## src/rtl/ga_tournament_core_pkg.sv

```systemverilog
// Shared widths, LFSR constants, fitness coefficients and the LFSR stepping helper.
// Latency: n/a (declarations and a pure combinational function).
// Backpressure: n/a.
package ga_pkg;

    localparam int CHROM_W    = 8;
    localparam int FIT_W      = 27;
    localparam int LFSR_W     = 32;
    localparam int LFSR_STEPS = 16;

    localparam logic [LFSR_W-1:0] LFSR_MASK     = 32'h8020_0003;
    localparam logic [LFSR_W-1:0] SEED_ZERO_SUB = 32'h0000_0001;

    typedef logic signed [CHROM_W-1:0] chrom_t;
    typedef logic signed [FIT_W-1:0]   fit_t;

    // Cubic coefficients held at full fitness width so the evaluator stays single-width.
    localparam fit_t C2 = fit_t'(-15);
    localparam fit_t C0 = fit_t'(500);

    // Sixteen Galois steps of x^32+x^22+x^2+x+1, unrolled so one clock yields two fresh bytes.
    function automatic logic [LFSR_W-1:0] lfsr_step16(input logic [LFSR_W-1:0] s);
        logic [LFSR_W-1:0] r;
        r = s;
        for (int i = 0; i < LFSR_STEPS; i++) begin
            r = (r >> 1) ^ ({LFSR_W{r[0]}} & LFSR_MASK);
        end
        return r;
    endfunction

endpackage

```

## src/rtl/ga_tournament_core_if.sv

```systemverilog
// Bundle of seed input and tournament pipeline outputs for the GA front end.
// Latency: n/a (wiring only).
// Backpressure: none; the consumer must accept one result per cycle.
interface ga_tournament_core_if;
    import ga_pkg::*;

    logic [LFSR_W-1:0] seed;
    chrom_t            chrom1;
    chrom_t            chrom2;
    fit_t              fitness1;
    fit_t              fitness2;
    logic              selected;
    chrom_t            winner;
    logic              out_valid;

    // Core side: takes the seed, produces chromosomes and tournament results.
    modport master (
        input  seed,
        output chrom1, chrom2, fitness1, fitness2, selected, winner, out_valid
    );

    // Environment side: supplies the seed, consumes results.
    modport slave (
        output seed,
        input  chrom1, chrom2, fitness1, fitness2, selected, winner, out_valid
    );

endinterface

```

## src/rtl/ga_tournament_core_fitness_eval.sv

```systemverilog
// Fitness polynomial f(x) = x^3 - 15x^2 + 500 on one signed chromosome.
// Latency: 0 cycles (purely combinational).
// Backpressure: none.
module ga_fitness_eval
    import ga_pkg::*;
(
    input  chrom_t chrom,
    output fit_t   fitness
);

    fit_t x;
    fit_t x2;
    fit_t x3;

    // All terms fit in 27 bits over the full 8-bit input range, so truncation never loses value.
    always_comb begin
        x       = fit_t'(chrom);
        x2      = x * x;
        x3      = x2 * x;
        fitness = x3 + (C2 * x2) + C0;
    end

endmodule

```

## src/rtl/ga_tournament_core.sv

```systemverilog
// Two-candidate tournament: LFSR chromosomes -> registered fitness -> registered winner.
// Latency: chromosome to fitness 1 cycle, chromosome to selected/winner 2 cycles.
// Backpressure: none; fully pipelined, one tournament per cycle, never stalls.
module ga_tournament_core
    import ga_pkg::*;
(
    input  logic                 clk,
    input  logic                 reset,
    ga_tournament_core_if.master io
);

    logic [LFSR_W-1:0] state;
    chrom_t            chrom1;
    chrom_t            chrom2;
    fit_t              fit1_nxt;
    fit_t              fit2_nxt;
    fit_t              fitness1;
    fit_t              fitness2;
    chrom_t            chrom1_d1;
    chrom_t            chrom2_d1;
    logic              selected;
    logic              selected_next;
    chrom_t            winner;
    logic [1:0]        vld_sr;

    // Low two bytes of the LFSR are the candidates, read as two's complement.
    assign chrom1 = chrom_t'(state[7:0]);
    assign chrom2 = chrom_t'(state[15:8]);

    ga_fitness_eval u_fit1 (
        .chrom   (chrom1),
        .fitness (fit1_nxt)
    );

    ga_fitness_eval u_fit2 (
        .chrom   (chrom2),
        .fitness (fit2_nxt)
    );

    // Ties go to candidate 1.
    assign selected_next = (fitness1 >= fitness2);

    // LFSR: load seed on reset (zero seed substituted so it cannot lock up), else advance.
    always_ff @(posedge clk) begin
        if (reset) begin
            state <= (io.seed == '0) ? SEED_ZERO_SUB : io.seed;
        end else begin
            state <= lfsr_step16(state);
        end
    end

    // Stage 1: fitness plus the chromosomes it belongs to.
    always_ff @(posedge clk) begin
        if (reset) begin
            fitness1  <= '0;
            fitness2  <= '0;
            chrom1_d1 <= '0;
            chrom2_d1 <= '0;
        end else begin
            fitness1  <= fit1_nxt;
            fitness2  <= fit2_nxt;
            chrom1_d1 <= chrom1;
            chrom2_d1 <= chrom2;
        end
    end

    // Stage 2: tournament decision and winning chromosome; valid marks two post-reset edges.
    always_ff @(posedge clk) begin
        if (reset) begin
            selected <= 1'b0;
            winner   <= '0;
            vld_sr   <= 2'b00;
        end else begin
            selected <= selected_next;
            winner   <= selected_next ? chrom1_d1 : chrom2_d1;
            vld_sr   <= {vld_sr[0], 1'b1};
        end
    end

    assign io.chrom1    = chrom1;
    assign io.chrom2    = chrom2;
    assign io.fitness1  = fitness1;
    assign io.fitness2  = fitness2;
    assign io.selected  = selected;
    assign io.winner    = winner;
    assign io.out_valid = vld_sr[1];

endmodule

```

## src/flat_wrapper.sv

```systemverilog
// flat-port wrapper written by rule: the top's interface ports become plain ports
module ga_tournament_core_flat import ga_pkg::*;
  (clk, reset, io_seed, io_chrom1, io_chrom2, io_fitness1, io_fitness2, io_selected, io_winner, io_out_valid);
  ga_tournament_core_if io_i ();
  input  logic clk;
  input  logic reset;
  input wire logic [$bits(io_i.seed)-1:0] io_seed;
  output wire logic [$bits(io_i.chrom1)-1:0] io_chrom1;
  output wire logic [$bits(io_i.chrom2)-1:0] io_chrom2;
  output wire logic [$bits(io_i.fitness1)-1:0] io_fitness1;
  output wire logic [$bits(io_i.fitness2)-1:0] io_fitness2;
  output wire logic [$bits(io_i.selected)-1:0] io_selected;
  output wire logic [$bits(io_i.winner)-1:0] io_winner;
  output wire logic [$bits(io_i.out_valid)-1:0] io_out_valid;
  assign io_i.seed = io_seed;
  assign io_chrom1 = io_i.chrom1;
  assign io_chrom2 = io_i.chrom2;
  assign io_fitness1 = io_i.fitness1;
  assign io_fitness2 = io_i.fitness2;
  assign io_selected = io_i.selected;
  assign io_winner = io_i.winner;
  assign io_out_valid = io_i.out_valid;
  ga_tournament_core u_core (.clk(clk), .reset(reset), .io(io_i));
endmodule
```

## config.mk

```make
export PLATFORM = sky130hd
export DESIGN_NAME = ga_tournament_core_flat
export DESIGN_NICKNAME = d
export VERILOG_FILES = /design/src/rtl/ga_tournament_core_pkg.sv /design/src/rtl/ga_tournament_core_if.sv /design/src/rtl/ga_tournament_core_fitness_eval.sv /design/src/rtl/ga_tournament_core.sv /design/src/flat_wrapper.sv
export SDC_FILE = /design/constraint.sdc
export NUM_CORES = 1
export LEC_CHECK = 0
export BUFFER_PORTS_ARGS = -buffer_cell sky130_fd_sc_hd__buf_4
export CAP_MARGIN = 10
export CELL_PAD_IN_SITES_DETAIL_PLACEMENT = 0
export CELL_PAD_IN_SITES_GLOBAL_PLACEMENT = 1
export CORE_MARGIN = 3
export CORE_UTILIZATION = 50
export DETAILED_ROUTE_END_ITERATION = 10
export PLACE_DENSITY_LB_ADDON = 0.1
export SKIP_CTS_REPAIR_TIMING = 1
export SYNTH_ARGS = -nofsm -noshare
export SYNTH_HDL_FRONTEND = slang
export SYNTH_SLANG_ARGS = --single-unit
```

## constraint.sdc

```tcl
create_clock -name clk -period 12 [get_ports clk]
set_clock_uncertainty 0.1 [all_clocks]
set_input_delay 2.4 -clock clk [delete_from_list [all_inputs] [get_ports clk]]
set_output_delay 2.4 -clock clk [all_outputs]
set_load 0.1 [all_outputs]
```

-- Word level (Yosys, flattened, before mapping)
Index checks and enable logic that the tools add are counted.
- register bits after elaboration: 113
- input bits: 34
- output and inout bits: 80
- word-level logic and storage cells: 41
- add/subtract/negate cells: 4
- multipliers: 6
- order comparisons: 1
- multiplexer cells: 4
- bitwise gates (word level): 16
- reductions and logical operators: 1
- operators with widths (cell ; count):
    31-bit by 32-bit bitwise XOR with 32-bit output ; 16
    32-bit two-way mux ; 2
    27-bit by 10-bit adder with 27-bit output, second input constant ; 2
    27-bit adder ; 2
    16-bit by 8-bit multiplier with 24-bit output ; 2
    5-bit by 16-bit multiplier with 21-bit output, first input constant ; 2
    32-bit zero test ; 1
    8-bit by 8-bit multiplier with 16-bit output ; 2
    27-bit >= comparator ; 1
    8-bit two-way mux ; 1
    1-bit two-way mux ; 1

-- Depth between registers and ports, before layout
Gate-level depths: netlist of run 1.
- word-level depth: 17
- depth in mapped cells: 48
- depth with buffers taken out: 46

-- By module
A second synthesis of run 1 with hierarchy kept.
- cells, all modules: 2563
- area, all modules: 22206.3 um^2
- by module, submodules not included (module ; times used ; cells each ; area each (um^2) ; sequential area each (um^2)):
    ga_fitness_eval at u_core.u_fit2 ; 1 ; 1053 ; 8797.2 ; 0.0
    ga_fitness_eval at u_core.u_fit1 ; 1 ; 1036 ; 8719.6 ; 0.0
    ga_tournament_core ; 1 ; 474 ; 4689.5 ; 2262.2

-- Worst setup path before layout of run 1
OpenSTA, ideal clock, no wires.
- path type: register to register
- start: reg u_core.state[6]
- end: reg u_core.fitness1[25] (netlist: u_core.io.fitness1[25])
- library setup time: 0.116 ns
- arrival: 9.773 ns
- data required time: 11.784 ns
- setup slack: 2.012 ns
- cell stages (with the launch flop): 47
- buffers on the path: 3
- clock period less this slack: 9.988 ns
- path through: dfxtp_1 > clkbuf_1 > inv_1 > clkbuf_1 > nor2_1 > ha_1 > inv_1 > fa_1 > fa_1 > fa_1 > inv_1 > ha_1 > a21o_1 > a21oi_1 > o21bai_1 > a21oi_1 > o21bai_1 > a21oi_1 > [11 not listed] > fa_1 > inv_1 > ha_1 > o21ai_1 > a21boi_0 > o21ai_0 > a211oi_1 > a211o_1 > a211oi_1 > xnor2_1 > ha_1 > ha_1 > inv_1 > nor2_1 > nand3_1 > a41oi_1 > o21ai_0 > and3_1
- word-level cells in the longest chain between the ends: 4
- elaborated cells on any way between the ends: 5
- classes of those cells: 2 x add/sub; 3 x mul
- ends and longest elaborated chain (what ; line ; text):
    start: declaration ; ga_tournament_core.sv:12 ; logic [LFSR_W-1:0] state;
    start signal: assignment ; ga_tournament_core.sv:46 ; state <= (io.seed == '0) ? SEED_ZERO_SUB : io.seed;
    start signal: assignment ; ga_tournament_core.sv:48 ; state <= lfsr_step16(state);
    8-bit by 8-bit multiplier with 16-bit output ; ga_tournament_core_fitness_eval.sv:18 ; x2 = x * x;
    16-bit by 8-bit multiplier with 24-bit output or 5-bit by 16-bit multiplier with 21-bit output (tied branches) ; ga_tournament_core_fitness_eval.sv:19, ga_tournament_core_fitness_eval.sv:20 ;
    27-bit adder (*) ; ga_tournament_core_fitness_eval.sv:20 ; fitness = x3 + (C2 * x2) + C0;
    27-bit by 10-bit adder with 27-bit output (*) ; ga_tournament_core_fitness_eval.sv:20 ;
    end signal: assignment ; ga_tournament_core.sv:60 ; fitness1 <= fit1_nxt;
    end: declaration ; ga_tournament_core.sv:17 ; fit_t fitness1;
Mark *: on every way between the ends. The rest lies on a longest branch, timed or not.
A chain may end at the register's enable or synchronous reset.

-- Worst setup path after layout of run 1
- start: reg u_core.state[7]
- end: reg u_core.fitness1[25] (netlist: u_core.io.fitness1[25])
The elaborated chain is that of the path after synthesis.

==> results of run 1 <==
-- cell families after synthesis --
logic type	share of synthesized area, %
AND/OR/NAND/NOR	14.4
adder cells (fa/ha/maj)	46.9
buffers and inverters	9.79
AO/OA/AOI/OAI	9.15
XOR/XNOR	8.79
flip-flops	10.4
multiplexers	0.644
other	0.0175
-- critical path, delay by kind of cell (launching register included) --
kind | cells | cell delay [ps]
fa+ha+maj | 12 | 4790
simple gates | 10 | 1210
buf+inv | 8 | 1170
flops | 1 | 310
compound gates | 9 | 2400
xor+xnor | 3 | 870
-- routing by layer --
| layer | vias up | track usage [%] | part of all wire [%] |
|---|---|---|---|
| met3 | 32 | 5.41 | 7.4 |
| met4 | 0 | 3.76 | 1.1 |
| met5 | - | 0 | 0 |
| li1 | 7983 | - | - |
| met1 | 7799 | 35.9 | 49 |
| met2 | 419 | 36.7 | 42 |
-- worst max-delay path by stage --
stage                             endpoint  slack (ps)  depth (start not counted)       startpoint
floorplan           u_core.io.fitness1[25]        2010                         46  u_core.state[6]
global placement    u_core.io.fitness1[25]        1240                         42  u_core.state[7]
detailed placement  u_core.io.fitness1[25]        1020                         42  u_core.state[7]
CTS                 u_core.io.fitness1[25]         970                         42  u_core.state[7]
global route        u_core.io.fitness1[25]         370                         42  u_core.state[7]
finish              u_core.io.fitness1[25]        1030                         42  u_core.state[7]
-- registers in the layout (all words and copies together), names as in the netlist --
signal	flops
u_core.chrom2_d1	8
u_core.io.selected	1
u_core.io.winner	8
u_core.io.fitness2	26
u_core.io.fitness1	26
u_core.chrom1_d1	8
u_core.state	32
u_core.vld_sr	2
-- cell type report --
type,instances,area [sq um]
clock inverter,6,70.1
antenna,3,7.51
tap,539,674
inverter,460,1730
sequential,111,2220
clock buffer,10,239
multi-input combinational,1817,17100
fill,3943,18900
timing repair buffer,147,1100
-- per-stage QoR --
step           utilization (%)  area [sq um]  setup slack (ps)  std cells  hold WS, ps
2_1_floorplan                -         21400              2010       2465          314
3_3_place_gp              54.2         22800              1240       3074          341
3_5_place_dp              54.2         22800              1020       3074          333
4_1_cts                   54.9         23100               972       3090          332
5_1_grt                   54.9         23100               367       3090          341
6_report                  55.0         23100              1030       3093          323
-- layout by cell type, fill, tap and decap left out, drive strengths merged, types with 4 or more instances in the layout --
cell type,n
a211o,8
a211oi,14
a21boi,5
a21o,30
a21oi,87
a22o,5
a31o,4
a31oi,14
a41oi,4
and2,94
and3,11
buf,147
clkbuf,10
clkinv,5
dfxtp,111
fa,277
ha,357
inv,461
mux2i,10
nand2,143
nand2b,20
nand3,28
nand4,8
nor2,238
nor2b,39
nor3,34
nor4,11
o21a,16
o21ai,98
o21bai,10
or2,5
or3,10
xnor2,136
xor2,60
==> flow_summary.json, run 1 <==
{
  "start_kind": "flop",
  "die-area_sq_mm": 0.0453,
  "antenna_found_initial": 0,
  "synth_cell_types": 69,
  "io-pin-count": 114,
  "clock-sinks": 111,
  "start_util_pct": 50.8,
  "coreArea_sq_mm": 0.0420,
  "min_from": "u_core.vld_sr[0]",
  "syn_area_per_cell_sq_um": 8.68,
  "reg2reg_depth": 42,
  "finalSetupViolCount": 0,
  "overflow": 0,
  "yosys_register_bits": 111,
  "grt_pass1_vias": 16573,
  "clock_latency_ps": 390,
  "synth-edff-count": 0,
  "relSlewSlack_pct": 24.9,
  "seq_area_frac_synth_pct": 10.4,
  "hpwl_um": 45200,
  "ys.flop_type": "dfxtp_1",
  "cpMostUsedCell": "nor2_1",
  "r2r_start": "u_core.state[7]",
  "nNetsFinal": 3214,
  "htreeDepth": 3,
  "cts_tree": "built",
  "crit_fanout": 18,
  "tightest_slew_ps": 1100,
  "gp_congestion": 0.891,
  "yosys.area.top_type_share_pct": 25.9,
  "clock-root-buffer": "clkbuf_16",
  "syn_inst": 2463,
  "area_growth_syn_to_layout_pct": 8.13,
  "r2r_slack_ps": 1030,
  "synth_area_sq_mm": 0.0214,
  "die_x_um": 213,
  "slew_viol_final": 0,
  "wl_per_cell_um": 17.3,
  "worstHoldPathCells": 1,
  "yosys.area.top_type": "fa_1",
  "yosysWarnings": 0,
  "ys_async_sr_fraction_pct": 0,
  "port_buffers": 111,
  "outcome": "finished, final reports clean",
  "cp.required_ps": 12170,
  "drc": 0,
  "wl_um": 53400,
  "cp.arrival_ps": 11140,
  "slowest_delay_ps": 600,
  "period_needed_ps": 10970,
  "final_antenna_net_count": 0,
  "cts_buffer_depth": 2,
  "drive_gt1_share_pct": 7.45,
  "synth.most_common_cell": "inv_1",
  "synthTopCellsByArea": "fa_1 26%, ha_1 21%, dfxtp_1 10%",
  "fmax_mhz": 91.1,
  "fin_crit_sh_pct": 91.4,
  "finalHoldViolations": 0,
  "rsz0062_at_grt": "no",
  "vias": 16233,
  "viasPerCell": 5.25,
  "cap_violations": 0,
  "critical_path_class": "reg2reg",
  "track_usage_pct": 24.1,
  "hold_end": "u_core.vld_sr[1]",
  "drt_iter0_markers": 815,
  "worstSetupEndpointType": "flop",
  "r2r_end": "u_core.io.fitness1[25]",
  "clkTransAtPathRegs_ps": 100,
  "synthTopCellsByCount": "451 x inv_1, 357 x ha_1, 277 x fa_1",
  "die_y_um": 213,
  "cts_buffers": 9,
  "cp_slowest_cell": "a221oi_1",
  "fp-row-count": 75,
  "fin_tns_setup_ps": 0,
  "hold_class": "reg2reg",
  "grt_pass1_wl_um": 86300,
  "grt_max_degree": 84,
  "drt_first_pass_iters": 5
}
Power of run 1 is not shown: default switching activity piles up to over one toggle a cycle in this logic, so the estimate is an artifact.
==> run 2: changes to the inputs <==
--- a/config.mk
+++ b/config.mk
@@ -5,12 +5,13 @@
 export SDC_FILE = /design/constraint.sdc
 export NUM_CORES = 1
 export LEC_CHECK = 0
+export ABC_AREA = 1
 export BUFFER_PORTS_ARGS = -buffer_cell sky130_fd_sc_hd__buf_4
 export CAP_MARGIN = 10
 export CELL_PAD_IN_SITES_DETAIL_PLACEMENT = 0
 export CELL_PAD_IN_SITES_GLOBAL_PLACEMENT = 1
 export CORE_MARGIN = 3
-export CORE_UTILIZATION = 50
+export CORE_UTILIZATION = 48
 export DETAILED_ROUTE_END_ITERATION = 10
 export PLACE_DENSITY_LB_ADDON = 0.1
 export SKIP_CTS_REPAIR_TIMING = 1
==> flow_summary.json, run 2 <==
{
  "htreeDepth": 3,
  "synthTopCellsByCount": "613 x inv_1, 403 x nand2_1, 357 x ha_1",
  "drive_gt1_share_pct": 7.12,
  "cp.required_ps": 12170,
  "cts_buffer_depth": 2,
  "yosysWarnings": 0,
  "drc": 0,
  "yosys.area.top_type": "fa_1",
  "gp_congestion": 0.894,
  "cpMostUsedCell": "nand2_1",
  "reg2reg_depth": 45,
  "yosys_register_bits": 111,
  "antenna_found_initial": 0,
  "synth_area_sq_mm": 0.0216,
  "slowest_delay_ps": 810,
  "area_growth_syn_to_layout_pct": 8.23,
  "viasPerCell": 5.15,
  "r2r_end": "u_core.io.fitness1[25]",
  "cp_slowest_cell": "dfxtp_1",
  "drt_iter0_markers": 870,
  "syn_inst": 2766,
  "ys_async_sr_fraction_pct": 0,
  "slew_viol_final": 0,
  "tightest_slew_ps": 745,
  "hold_end": "u_core.vld_sr[1]",
  "start_kind": "flop",
  "fp-row-count": 77,
  "top_regs": "u_core.state x32, u_core.io.fitness1 x26, u_core.io.fitness2 x26",
  "crit_fanout": 18,
  "layout_commonest_cell": "inv_1",
  "syn_area_per_cell_sq_um": 7.80,
  "vias": 17741,
  "synth.most_common_cell": "inv_1",
  "fmax_mhz": 90.9,
  "drt_first_pass_iters": 6,
  "worstSetupEndpointType": "flop",
  "min_from": "u_core.vld_sr[0]",
  "ys.flop_type": "dfxtp_1",
  "relSlewSlack_pct": 50.3,
  "rsz0062_at_grt": "no",
  "clkTransAtPathRegs_ps": 80,
  "grt_pass1_vias": 17945,
  "outcome": "finished, final reports clean",
  "synth-edff-count": 0,
  "final_antenna_net_count": 0,
  "critical_path_class": "reg2reg",
  "r2r_start": "u_core.state[1]",
  "die-area_sq_mm": 0.0475,
  "n_antenna_cell": 0,
  "coreArea_sq_mm": 0.0443,
  "cp.arrival_ps": 11170,
  "finalSetupViolCount": 0,
  "fin_crit_sh_pct": 91.7,
  "cts_buffers": 9,
  "period_needed_ps": 11000,
  "clock_latency_ps": 390,
  "cts_tree": "built",
  "fin_tns_setup_ps": 0,
  "hpwl_um": 50700,
  "track_usage_pct": 25.4,
  "overflow": 0,
  "hold_class": "reg2reg",
  "worstHoldPathCells": 2,
  "seq_area_frac_synth_pct": 10.3,
  "synthTopCellsByArea": "fa_1 26%, ha_1 21%, inv_1 11%",
  "cap_violations": 0,
  "nNetsFinal": 3513,
  "top_register": "u_core.state",
  "most-common-layout-cells": "613 x inv_1, 403 x nand2_1, 357 x ha_1",
  "yosys.area.top_type_share_pct": 25.7,
  "start_util_pct": 48.7,
  "die_y_um": 218,
  "r2r_slack_ps": 1000,
  "synth_cell_types": 55,
  "wl_um": 59300,
  "clock-root-buffer": "clkbuf_16",
  "place_ws_ps": 1040,
  "io-pin-count": 114,
  "grt_pass1_wl_um": 95000,
  "grt_max_degree": 64,
  "die_x_um": 218,
  "largest_register_ffs": 32,
  "fin_ws_ps": 996,
  "port_buffers": 111,
  "clock-sinks": 111,
  "wl_per_cell_um": 17.2,
  "finalHoldViolations": 0
}
run 2: routing by layer:
layer | wire length (um) | vias up | GRT usage [%]
li1 | - | 8742 | -
met5 | 0 | - | 0
met4 | 1340 | 0 | 6.61
met1 | 27600 | 8622 | 35.1
met3 | 2200 | 68 | 2.90
met2 | 28200 | 309 | 42.3
run 2: worst max-delay path by stage:
stage	start	endpoint
after detailed placement	u_core.state[1]	u_core.io.fitness1[25]
after floorplan	u_core.state[7]	u_core.io.fitness1[25]
after global placement	u_core.state[1]	u_core.io.fitness1[25]
after CTS	u_core.state[1]	u_core.io.fitness1[25]
after global routing	u_core.state[1]	u_core.io.fitness1[25]
final	u_core.state[1]	u_core.io.fitness1[25]
run 2: critical path: cells and delay by family, from the launching register on:
kind	cells	cell delay [ps]
buffers and inverters	5	450
and+or+nand+nor	16	1980
DFF	1	810
AOI/OAI and AO/OA	9	1560
adders and majority gates	12	5130
xor gates and xnor gates	3	880
run 2: stage by stage:
stage	cells	instance area [sq um]	hold slack, ps	utilization [%]
6_report	3442	23300	314	52.7
5_1_grt	3442	23300	351	52.7
4_1_cts	3442	23300	319	52.7
3_5_place_dp	3426	23000	306	51.9
3_3_place_gp	3426	23000	299	51.9
2_1_floorplan	2768	21600	288	-
run 2: cell type report:
class / instances / area [sq um]
Inverter: 623 / 2340
Tap cell: 592 / 741
Sequential cell: 111 / 2220
Timing Repair Buffer: 142 / 1070
Fill cell: 4368 / 21000
Multi-Input combinational cell: 1958 / 16700
Clock buffer: 11 / 243
Clock inverter: 5 / 75.1
run 2: cells by family after synthesis:
kind of cell | synth area share, %
compound gates | 10.1
other cells | 0.0174
xor+xnor | 4.96
flops | 10.3
simple gates | 15.7
buf+inv | 12.5
fa+ha+maj | 46.4
Power of run 2 is left out for the same reason.
==> run 3: changes to the inputs <==
--- a/config.mk
+++ b/config.mk
@@ -14,6 +14,7 @@
 export CORE_UTILIZATION = 48
 export DETAILED_ROUTE_END_ITERATION = 10
 export PLACE_DENSITY_LB_ADDON = 0.1
+export REMOVE_ABC_BUFFERS = 1
 export SKIP_CTS_REPAIR_TIMING = 1
 export SYNTH_ARGS = -nofsm -noshare
 export SYNTH_HDL_FRONTEND = slang
==> constraint.sdc (replaced) <==
create_clock -name clk -period 12 [get_ports clk]
set_clock_uncertainty 0.1 [all_clocks]
set_input_delay 1.8 -clock clk [delete_from_list [all_inputs] [get_ports clk]]
set_output_delay 1.8 -clock clk [all_outputs]
set_load 0.1 [all_outputs]
==> flow_summary.json, run 3 (synthesized netlist as in run 2, its figures left out) <==
{
  "final_cells": 3439,
  "largest_register_ffs": 32,
  "cp_slowest_cell": "dfxtp_1",
  "io-pin-count": 114,
  "drt_first_pass_iters": 7,
  "port_buffers": 111,
  "grt_pass1_wl_um": 93400,
  "critical_path_class": "reg2reg",
  "antenna_found_initial": 0,
  "crit_fanout": 14,
  "most-common-layout-cells": "613 x inv_1, 403 x nand2_1, 357 x ha_1",
  "worstSetupEndpointType": "flop",
  "wl_per_cell_um": 16.9,
  "min_from": "u_core.vld_sr[0]",
  "drc": 0,
  "htreeDepth": 3,
  "top_regs": "u_core.state x32, u_core.io.fitness1 x26, u_core.io.fitness2 x26",
  "cp.required_ps": 12130,
  "cts_buffers": 9,
  "rsz0062_at_grt": "no",
  "period_needed_ps": 11220,
  "utilization_pct": 52.6,
  "gp_congestion": 0.870,
  "finalHoldViolations": 0,
  "fin_crit_sh_pct": 93.5,
  "cp.arrival_ps": 11350,
  "r2r_slack_ps": 780,
  "hold_class": "reg2reg",
  "vias": 17753,
  "wl_um": 58200,
  "nNetsFinal": 3511,
  "drive_gt1_share_pct": 7.10,
  "r2r_end": "u_core.io.fitness1[25]",
  "reg2reg_depth": 48,
  "slowest_delay_ps": 740,
  "fmax_mhz": 89.1,
  "cts_tree": "built",
  "dpl_cell_area_sq_mm": 0.0230,
  "cpMostUsedCell": "nand2_1",
  "clock-root-buffer": "clkbuf_16",
  "cap_violations": 0,
  "placed_cells": 3424,
  "grt_max_degree": 68,
  "slew_viol_final": 0,
  "fin_tns_setup_ps": 0,
  "track_usage_pct": 25.0,
  "hold_end": "u_core.vld_sr[1]",
  "start_kind": "flop",
  "coreArea_sq_mm": 0.0443,
  "relSlewSlack_pct": 37.8,
  "hpwl_um": 49600,
  "fin_area_sq_mm": 0.0233,
  "drt_iter0_markers": 978,
  "area_growth_syn_to_layout_pct": 8.10,
  "die_y_um": 218,
  "clock-sinks": 111,
  "clkTransAtPathRegs_ps": 80,
  "viasPerCell": 5.16,
  "final_antenna_net_count": 0,
  "grt_pass1_vias": 17754,
  "cts_buffer_depth": 2,
  "n_antenna_cell": 0,
  "finalSetupViolCount": 0,
  "r2r_start": "u_core.state[4]",
  "outcome": "finished, final reports clean",
  "overflow": 0,
  "top_register": "u_core.state",
  "worstHoldPathCells": 2,
  "start_util_pct": 48.7,
  "tightest_slew_ps": 929,
  "clock_latency_ps": 390,
  "layout_commonest_cell": "inv_1",
  "die-area_sq_mm": 0.0475,
  "fp-row-count": 77,
  "die_x_um": 218
}
-- run 3: cell types whose count changed in the layout (fill, tap and decap cells not counted) --
cell	change
buf_4	-2
clkbuf_1	-1
clkbuf_8	-1
clkinv_4	+2
clkinv_8	-1
dfxtp_1	-1
dfxtp_2	+1
inv_6	-1
inv_8	+1
-- run 3: worst max-delay path by stage --
stage | from | end | cells past startpoint
after floorplan | u_core.state[7] | u_core.io.fitness1[25] | 48
after global placement | u_core.state[9] | u_core.io.fitness2[25] | 39
after detailed placement | u_core.state[9] | u_core.io.fitness2[25] | 39
after CTS | u_core.state[9] | u_core.io.fitness2[25] | 39
after global routing | u_core.state[4] | u_core.io.fitness1[25] | 48
final | u_core.state[4] | u_core.io.fitness1[25] | 48
-- run 3: stage by stage --
| stage | worst slack (ps) | hold slack, ps |
|---|---|---|
| floorplan | 847 | 288 |
| global route | 47.0 | 317 |
| detailed placement | 820 | 298 |
| CTS | 807 | 303 |
| finish | 780 | 297 |
| global placement | 814 | 296 |
-- run 3: final cells by class --
class,instances,area [sq um]
fillers,4362,21000
multi-input cells,1958,16700
inverters,623,2340
flip-flops and latches,111,2220
repair buffers,140,1050
well taps,592,741
clock buffers,9,225
clock inverters,6,78.8
-- run 3: critical path: cells and delay by family (launching register included) --
kind            cells  cell delay [ps]
compound gates     10             1610
buf+inv             6              620
xor+xnor            3              940
flops               1              740
simple gates       17             2210
fa+ha+maj          12             4840
-- run 3: layer usage --
metal  up-vias  part of all wire (%)  GRT usage, %
li1       8741                     -             -
met1      8584                    47          35.3
met2       366                    47          41.0
met3        62                   4.2          3.12
met4         0                   2.0          5.72
met5         -                     0             0
Power of run 3 is left out for the same reason.
